File: src/rtl/fetch_sequencer.sv
// fetch_sequencer: owns the word PC, issues one instruction fetch at a time and holds the word until decode retires it
module fetch_sequencer #(
    parameter int WIDTH = 30,
    parameter logic [WIDTH-1:0] RESET_ADDR = '0,
    parameter logic [WIDTH-1:0] TRAP_ADDR = WIDTH'(1)
) (
    input  logic             clk,
    input  logic             rst,
    output logic             imem_req,
    output logic [WIDTH-1:0] imem_addr,
    input  logic             imem_ack,
    input  logic [31:0]      imem_rdata,
    output logic             instr_valid,
    output logic [31:0]      instr,
    output logic [WIDTH-1:0] instr_pc,
    output logic [WIDTH-1:0] instr_npc,
    input  logic             instr_ready,
    input  logic             br_taken,
    input  logic [WIDTH-1:0] br_target,
    input  logic             trap,
    input  logic             halt,
    output logic             halted,
    output logic [31:0]      retired
);
    typedef enum logic [1:0] {IDLE, FETCH, HOLD, HALTED} state_t;
    state_t state;
    logic [WIDTH-1:0] pc, pc_next;
    always_comb pc_next = trap ? TRAP_ADDR : br_taken ? br_target : pc + 1'b1;
    // pc only moves on retire, so it is the stable fetch address throughout FETCH
    assign imem_addr = pc;
    always_ff @(posedge clk) begin
        if (rst) begin
            state       <= IDLE;
            pc          <= RESET_ADDR;
            imem_req    <= 1'b0;
            instr_valid <= 1'b0;
            halted      <= 1'b0;
            retired     <= '0;
            instr       <= '0;
            instr_pc    <= '0;
            instr_npc   <= '0;
        end else begin
            case (state)
                IDLE: begin
                    state    <= FETCH;
                    imem_req <= 1'b1;
                end
                FETCH: if (imem_ack) begin
                    instr       <= imem_rdata;
                    instr_pc    <= pc;
                    instr_npc   <= pc + 1'b1;
                    instr_valid <= 1'b1;
                    imem_req    <= 1'b0;
                    state       <= HOLD;
                end
                HOLD: if (instr_ready) begin
                    pc          <= pc_next;
                    retired     <= retired + 1'b1;
                    instr_valid <= 1'b0;
                    state       <= halt ? HALTED : FETCH;
                    imem_req    <= !halt;
                    halted      <= halt;
                end
                default: ;
            endcase
        end
    end
endmodule

File: config.mk
export PLATFORM = sky130hd
export DESIGN_NAME = fetch_sequencer
export DESIGN_NICKNAME = d
export VERILOG_FILES = /design/src/rtl/fetch_sequencer.sv
export SDC_FILE = /design/constraint.sdc
export NUM_CORES = 1
export LEC_CHECK = 0
export ABC_AREA = 1
export BUFFER_PORTS_ARGS = -buffer_cell sky130_fd_sc_hd__buf_2
export CAP_MARGIN = 15
export CORE_AREA = 2 2 118 120
export DETAILED_ROUTE_END_ITERATION = 10
export DIE_AREA = 0 0 120 122
export HOLD_SLACK_MARGIN = 0.02
export PLACE_DENSITY = 0.93
export SETUP_SLACK_MARGIN = 0.1
export SYNTH_ARGS = -nofsm -noshare
export SYNTH_HDL_FRONTEND = slang
export SYNTH_SLANG_ARGS = --single-unit
File: constraint.sdc
create_clock -name clk -period 4.4 [get_ports clk]
set_input_delay 0.22 -clock clk [delete_from_list [all_inputs] [get_ports clk]]
set_output_delay 0.22 -clock clk [all_outputs]
set_load 0.01 [all_outputs]
==> flow_metrics.tcl, run 1 <==
set metrics [dict create \
    endpoint_kind "flip-flop" \
    worst_pin_slew_ns 0.911 \
    grt_pass1_vias 7102 \
    wl_per_cell_um 14.3 \
    grtUsageTotal_pct 28.5 \
    hold_viol_final 0 \
    p_leak_nw 4.09 \
    hold_depth 3 \
    seqPwrFrac_pct 40.8 \
    gp_congestion 0.885 \
    nets 1358 \
    postSynth.asyncResetShare_pct 0 \
    startpoint "state[1]" \
    max_stage_delay_ns 0.75 \
    coreArea_um2 13500 \
    synthCells 1083 \
    reg2reg_slack_ns 1.75 \
    postCtsResizedCells 0 \
    ir_drop_v 0.000333 \
    setup_viol 0 \
    antenna_cells 0 \
    synth-edff-count 0 \
    drtIter0Drc 677 \
    cp.required_ns 4.74 \
    rsz0062_at_grt "no" \
    ys_seq_area_share_pct 43.2 \
    slew_violations 0 \
    die-height_um 122 \
    min_period_over_period_pct 60.2 \
    wirelength_um 21100 \
    internal-power_w 0.00310 \
    fin_skew_ns 0.00678 \
    ff2ff_path_depth 7 \
    maxCapViolCount 0 \
    ant_nets 0 \
    min-delay-start "imem_rdata[7]" \
    grt_first_pass_wirelength_um 33600 \
    cp_max_fo 97 \
    num_vias 7869 \
    rr_endpoint "instr_pc[22]" \
    final_core_util_pct 68.1 \
    io_pins 226 \
    pwr-share-clk_pct 34.4 \
    cts_hold_buf 0 \
    drc 0 \
    hold_class "input pin to flip-flop" \
    die_x_um 120 \
    crit_path_cell_trace "inv_1 -> ha_1 -> nand2_1 -> inv_4 -> buf_4 -> o21ai_0 -> a21oi_1" \
    fmax_ghz 0.377 \
    power_w 0.00456 \
    holdPathEnd "instr[7]" \
    switching_share_pct 32.1 \
    crit_type "flip-flop to flip-flop" \
    root_buffer "clkbuf_16" \
    switchingPower_w 0.00146 \
    syn_area_um2 7370 \
    synthToLayoutAreaGrowth_pct 24.8 \
    cts_htree_levels 4 \
    layout_common_cells "nor2_1 (232), buf_2 (225), nand2_1 (195), dfxtp_1 (159), o21ai_0 (108)" \
    ys_types 32 \
    finalSetupTns_ns 0 \
    clockBufferDepth 2 \
    synth_nets 1157 \
    dr.pass1.iters 6 \
    clk_pin_slew_ns 0.06 \
    grt_max_degree 98 \
    dieArea_um2 14600 \
    cp.arrival_ns 3.00 \
    cts.sinks 159 \
    final_common_cell "nor2_1" \
    dominantRegCellSynth "dfxtp_1" \
    synth_warnings 0 \
    hpwl_um 14900 \
    powerDensity_nw_per_um2 496 \
    rr_startpoint "state[1]" \
    via_per_inst 5.33 \
    overflow 0 \
    ys_ff_latch 159 \
    min_period_ns 2.65 \
    cts_tree "done" \
    row_count 43 \
    status "finished, final reports clean" \
    crit_path_top_delay_cell "inv_4" \
    cp-start-kind "flip-flop" \
    synth_area_per_cell_um2 6.80 \
    power_frac_comb_pct 24.8 \
    cts_setup_buffers 0 \
    portBuffers 225 \
    cts_made_buffers 17 \
    slew_headroom_pct 39.2 \
    antenna_found_initial 1 \
    drive_above_1_share_pct 22.6 \
    initial_core_util_pct 54.6 \
    clock_latency_ns 0.42 \
]
per-stage QoR:
step,std cells,setup WS (ns),area (um^2),hold WS [ns]
2_1_floorplan,1083,2.85,7370,0.368
3_3_place_gp,1445,1.92,8560,0.457
3_5_place_dp,1445,1.81,8560,0.467
4_1_cts,1477,1.81,9190,0.0335
5_1_grt,1477,1.46,9190,0.0427
6_report,1477,1.75,9190,0.0444
cells in the mapped netlist, types with 8 or more instances:
cell,number,area share [%]
nand3_1,71,4.8
inv_1,102,5.2
o21ai_0,108,7.3
buf_2,11,0.75
xor2_1,8,0.95
a21oi_1,77,5.2
nor2_1,232,12
nand2_1,195,9.9
nor2_2,12,1.0
o211ai_1,21,2.1
clkbuf_1,35,1.8
dfxtp_1,159,43
power by group through the flow:
stage / Clock (W) / Combinational, W / Sequential [W]
after floorplan: 0 / 0.000592 / 0.00199
after CTS: 0.00159 / 0.00113 / 0.00186
after global placement: 0 / 0.00109 / 0.00188
final: 0.00157 / 0.00113 / 0.00186
after detailed placement: 0 / 0.00112 / 0.00189
after global routing: 0.00165 / 0.00127 / 0.00189
metal layers:
metal | part of all wire [%] | global-route usage [%]
met1 | 41 | 35.5
met2 | 47 | 46.3
met3 | 9.0 | 8.05
met4 | 2.8 | 12.6
met5 | 0.071 | 0
worst max-delay path by stage:
| stage | end | slack, ns | cells past startpoint |
|---|---|---|---|
| after floorplan | imem_addr[24] | 2.85 | 10 |
| after global placement | instr_npc[24] | 1.92 | 7 |
| after detailed placement | instr_npc[22] | 1.81 | 8 |
| after CTS | instr_npc[22] | 1.81 | 8 |
| after global routing | instr_pc[22] | 1.46 | 7 |
| final | instr_pc[22] | 1.75 | 7 |
flip-flops by register name (all words and copies together) (netlist names):
| signal | flops |
|---|---|
| halted | 1 |
| imem_addr | 30 |
| imem_req | 1 |
| instr | 32 |
| instr_npc | 30 |
| instr_pc | 30 |
| instr_valid | 1 |
| retired | 32 |
| state | 2 |
final cells by class:
class,instances,area (um^2)
repair buffers,231,1170
fillers,1142,4310
clock inverters,12,184
multi-input cells,770,3590
flip-flops and latches,159,3180
inverters,105,397
well taps,180,225
clock buffers,20,447
critical path, delay by kind of cell, from the launching register on:
family          cells  cell delay [ns]
simple gates        1             0.29
buf+inv             3             1.33
fa+ha+maj           1             0.21
flops               1             0.34
compound gates      2             0.32
cell families (layout without fill, tap and decap cells):
| kind of cell | Yosys count | after routing | synth area share [%] |
|---|---|---|---|
| flip-flops | 159 | 159 | 43.2 |
| XOR/XNOR | 13 | 13 | 1.55 |
| AND/OR/NAND/NOR | 541 | 541 | 31.0 |
| adder cells (fa/ha/maj) | 5 | 5 | 0.849 |
| buffers and inverters | 154 | 368 | 8.13 |
| AO/OA/AOI/OAI | 211 | 211 | 15.3 |
No activity file was read; power rests on OpenSTA's default activity.
==> run 2, diff against run 1 <==
--- a/config.mk
+++ b/config.mk
@@ -5,14 +5,14 @@
 export SDC_FILE = /design/constraint.sdc
 export NUM_CORES = 1
 export LEC_CHECK = 0
-export ABC_AREA = 1
+export ABC_AREA = 0
 export BUFFER_PORTS_ARGS = -buffer_cell sky130_fd_sc_hd__buf_2
 export CAP_MARGIN = 15
-export CORE_AREA = 2 2 118 120
+export CORE_AREA = 2 2 121 123
 export DETAILED_ROUTE_END_ITERATION = 10
-export DIE_AREA = 0 0 120 122
+export DIE_AREA = 0 0 123 125
 export HOLD_SLACK_MARGIN = 0.02
-export PLACE_DENSITY = 0.93
+export PLACE_DENSITY = 0.87
 export SETUP_SLACK_MARGIN = 0.1
 export SYNTH_ARGS = -nofsm -noshare
 export SYNTH_HDL_FRONTEND = slang
==> constraint.sdc (replaced) <==
create_clock -name clk -period 2.67 [get_ports clk]
set_input_delay 0.1335 -clock clk [delete_from_list [all_inputs] [get_ports clk]]
set_output_delay 0.1335 -clock clk [all_outputs]
set_load 0.01 [all_outputs]
==> run 2 against run 1 <==
Net effect:
- flip-flop and latch count unchanged
- final area grew 2.2%
- clock skew grew 0.0018 ns
- combinational power decreased by 38%
- via count is 7.0% lower
==> flow_metrics.tcl, run 2 <==
set metrics [dict create \
    status "finished, final reports clean" \
    portBuffers 225 \
    synth_nets 939 \
    io_pins 226 \
    drc 0 \
    grt_max_degree 75 \
    final_common_cell "buf_2" \
    die-height_um 125 \
    cp_max_fo 17 \
    synth_warnings 0 \
    cts_made_buffers 17 \
    initial_core_util_pct 49.8 \
    endpoint_kind "flip-flop" \
    crit_path_cell_trace "inv_1 -> ha_1 -> and2_1 -> nand3_2 -> a31oi_1 -> o21ai_0 -> o311ai_0" \
    synthCells 865 \
    cts_htree_levels 4 \
    reg.largest.list "instr (32), retired (32)" \
    cp_top_family "simple AND/OR/NAND/NOR gates" \
    crit_path_top_delay_cell "and2_1" \
    ys_types 66 \
    max_stage_delay_ns 0.48 \
    cts.sinks 159 \
    ys_seq_area_share_pct 45.0 \
    layout_common_cells "buf_2 (224), nand2_1 (174), dfxtp_1 (159), a21oi_1 (102), nor2_1 (78)" \
    dieArea_um2 15400 \
    drive_above_1_share_pct 26.4 \
    cp.required_ns 2.99 \
    rsz0062_at_grt "no" \
    hpwl_um 14300 \
    antenna_found_initial 0 \
    powerDensity_nw_per_um2 614 \
    cts_setup_buffers 0 \
    hold_viol_final 0 \
    clock_latency_ns 0.43 \
    dominantRegCellSynth "dfxtp_1" \
    hold_class "input pin to flip-flop" \
    synth_area_per_cell_um2 8.17 \
    ant_nets 0 \
    synth.most_common_cell "nand2_1" \
    yosysTopAreaCellShare_pct 45.0 \
    synth_commonest_cells "nand2_1 (175), dfxtp_1 (159), a21oi_1 (102)" \
    syn_area_um2 7070 \
    crit_buf_inv 1 \
    crit_type "flip-flop to flip-flop" \
    drtIter0Drc 537 \
    slew_headroom_pct 45.6 \
    finalSetupTns_ns 0 \
    dr.pass1.iters 5 \
    cp-start-kind "flip-flop" \
    clk_pin_slew_ns 0.06 \
    ir_drop_v 0.000440 \
    num_vias 7315 \
    fin_skew_ns 0.00855 \
    synth_top_cells_by_area "dfxtp_1 (45%), nand2_1 (9.3%), a21oi_1 (7.2%)" \
    synth-edff-count 0 \
    ys_ff_latch 159 \
    wl_per_cell_um 16.7 \
    worst_pin_slew_ns 0.816 \
    via_per_inst 5.55 \
    setup_viol 0 \
    synthToLayoutAreaGrowth_pct 32.9 \
    pre_cts_ws_ns 0.257 \
    min_period_ns 2.31 \
    yosysTopAreaCell "dfxtp_1" \
    cts_tree "done" \
    row_count 44 \
    maxCapViolCount 0 \
    min_period_over_period_pct 86.6 \
    fmax_ghz 0.432 \
    clockBufferDepth 2 \
    cp.arrival_ns 2.63 \
    postSynth.asyncResetShare_pct 0 \
    grt_first_pass_wirelength_um 34800 \
    grtUsageTotal_pct 28.3 \
    root_buffer "clkbuf_16" \
    coreArea_um2 14200 \
    wirelength_um 22000 \
    p_leak_nw 3.98 \
    slew_violations 0 \
    die_x_um 123 \
    grt_pass1_vias 7041 \
    overflow 0 \
    gp_congestion 0.863 \
    timing.final.ws_setup_ns 0.357 \
    nets 1193 \
]
## run 2: cell types whose count changed in the layout (fill, tap and decap cells not counted), sizes merged, moves of 16 or more
cell         previous run  this run
a21oi                  78       102
dlygate4sd3             0        52
inv                   105        11
nand2                 199       175
nand3                  74        26
nor2                  250        78
nor4                    0        16
o211ai                 21         1
o21ai                 108        42
xnor2                   5        29
## run 2: layout make-up
class / instances / area [um^2]
multi-input cells: 633 / 3500
inverters: 11 / 41.3
fillers: 1163 / 4810
clock buffers: 22 / 484
repair buffers: 297 / 1820
clock inverters: 10 / 133
flip-flops and latches: 159 / 3180
diodes: 1 / 2.50
well taps: 184 / 230
## run 2: cells by family (layout without fill, tap and decap cells)
logic type / Yosys count / in the layout / synth area share [%]
simple gates: 366 / 366 / 24.2
compound gates: 205 / 205 / 17.0
flops: 159 / 159 / 45.0
buf+inv: 73 / 340 / 5.65
xor+xnor: 48 / 48 / 5.95
mux: 9 / 9 / 1.38
fa+ha+maj: 5 / 5 / 0.885
other cells: 0 / 1 / 0
## run 2: path summary, 6_finish.rpt
| kind | cells past startpoint | slack (ns) | startpoint | to |
|---|---|---|---|---|
| worst max-delay path | 7 | 0.36 | state[0] | imem_addr[23] |
| worst min-delay path | 3 | 0.04 | br_target[13] | imem_addr[13] |
| worst max register to register | 7 | 0.36 | state[0] | imem_addr[23] |
| worst min register to register | 2 | 0.45 | instr[24] | instr[24] |
## run 2: stage by stage
stage,hold slack (ns),utilization [%],area [um^2],total power (W),cells
3_5_place_dp,0.368,58.1,8250,0.00321,1232
3_3_place_gp,0.358,58.1,8250,0.00319,1232
4_1_cts,0.0204,66.1,9390,0.00578,1316
5_1_grt,0.0230,66.1,9390,0.00597,1316
2_1_floorplan,0.258,-,7070,0.00295,865
6_report,0.0355,66.1,9400,0.00576,1317
## run 2: worst min-delay path: stages
cell	delay, ns
buf_2	0.09
a22oi_1	0.08
o21ai_0	0.13
## run 2: where the power goes
group          internal, W  total, W  switching [W]
registers          0.00248   0.00254      0.0000606
clock network      0.00157   0.00253       0.000964
logic             0.000279  0.000695       0.000416
## run 2: repair_timing
item / 4_1_cts / 5_1_grt
hold endpoints to repair: 53 / 0
hold buffers: 52 / 0
gates resized for setup: 0 / 1
endpoints found under the setup margin: 0 / 7
## run 2: per-layer routing
metal / part of all wire (%) / track usage, % / vias to the layer above
met1: 40 / 35.6 / 3418
li1: - / - / 3498
met4: 2.8 / 12.1 / 0
met2: 49 / 45.8 / 348
met5: 0 / 0 / -
met3: 8.2 / 7.30 / 51
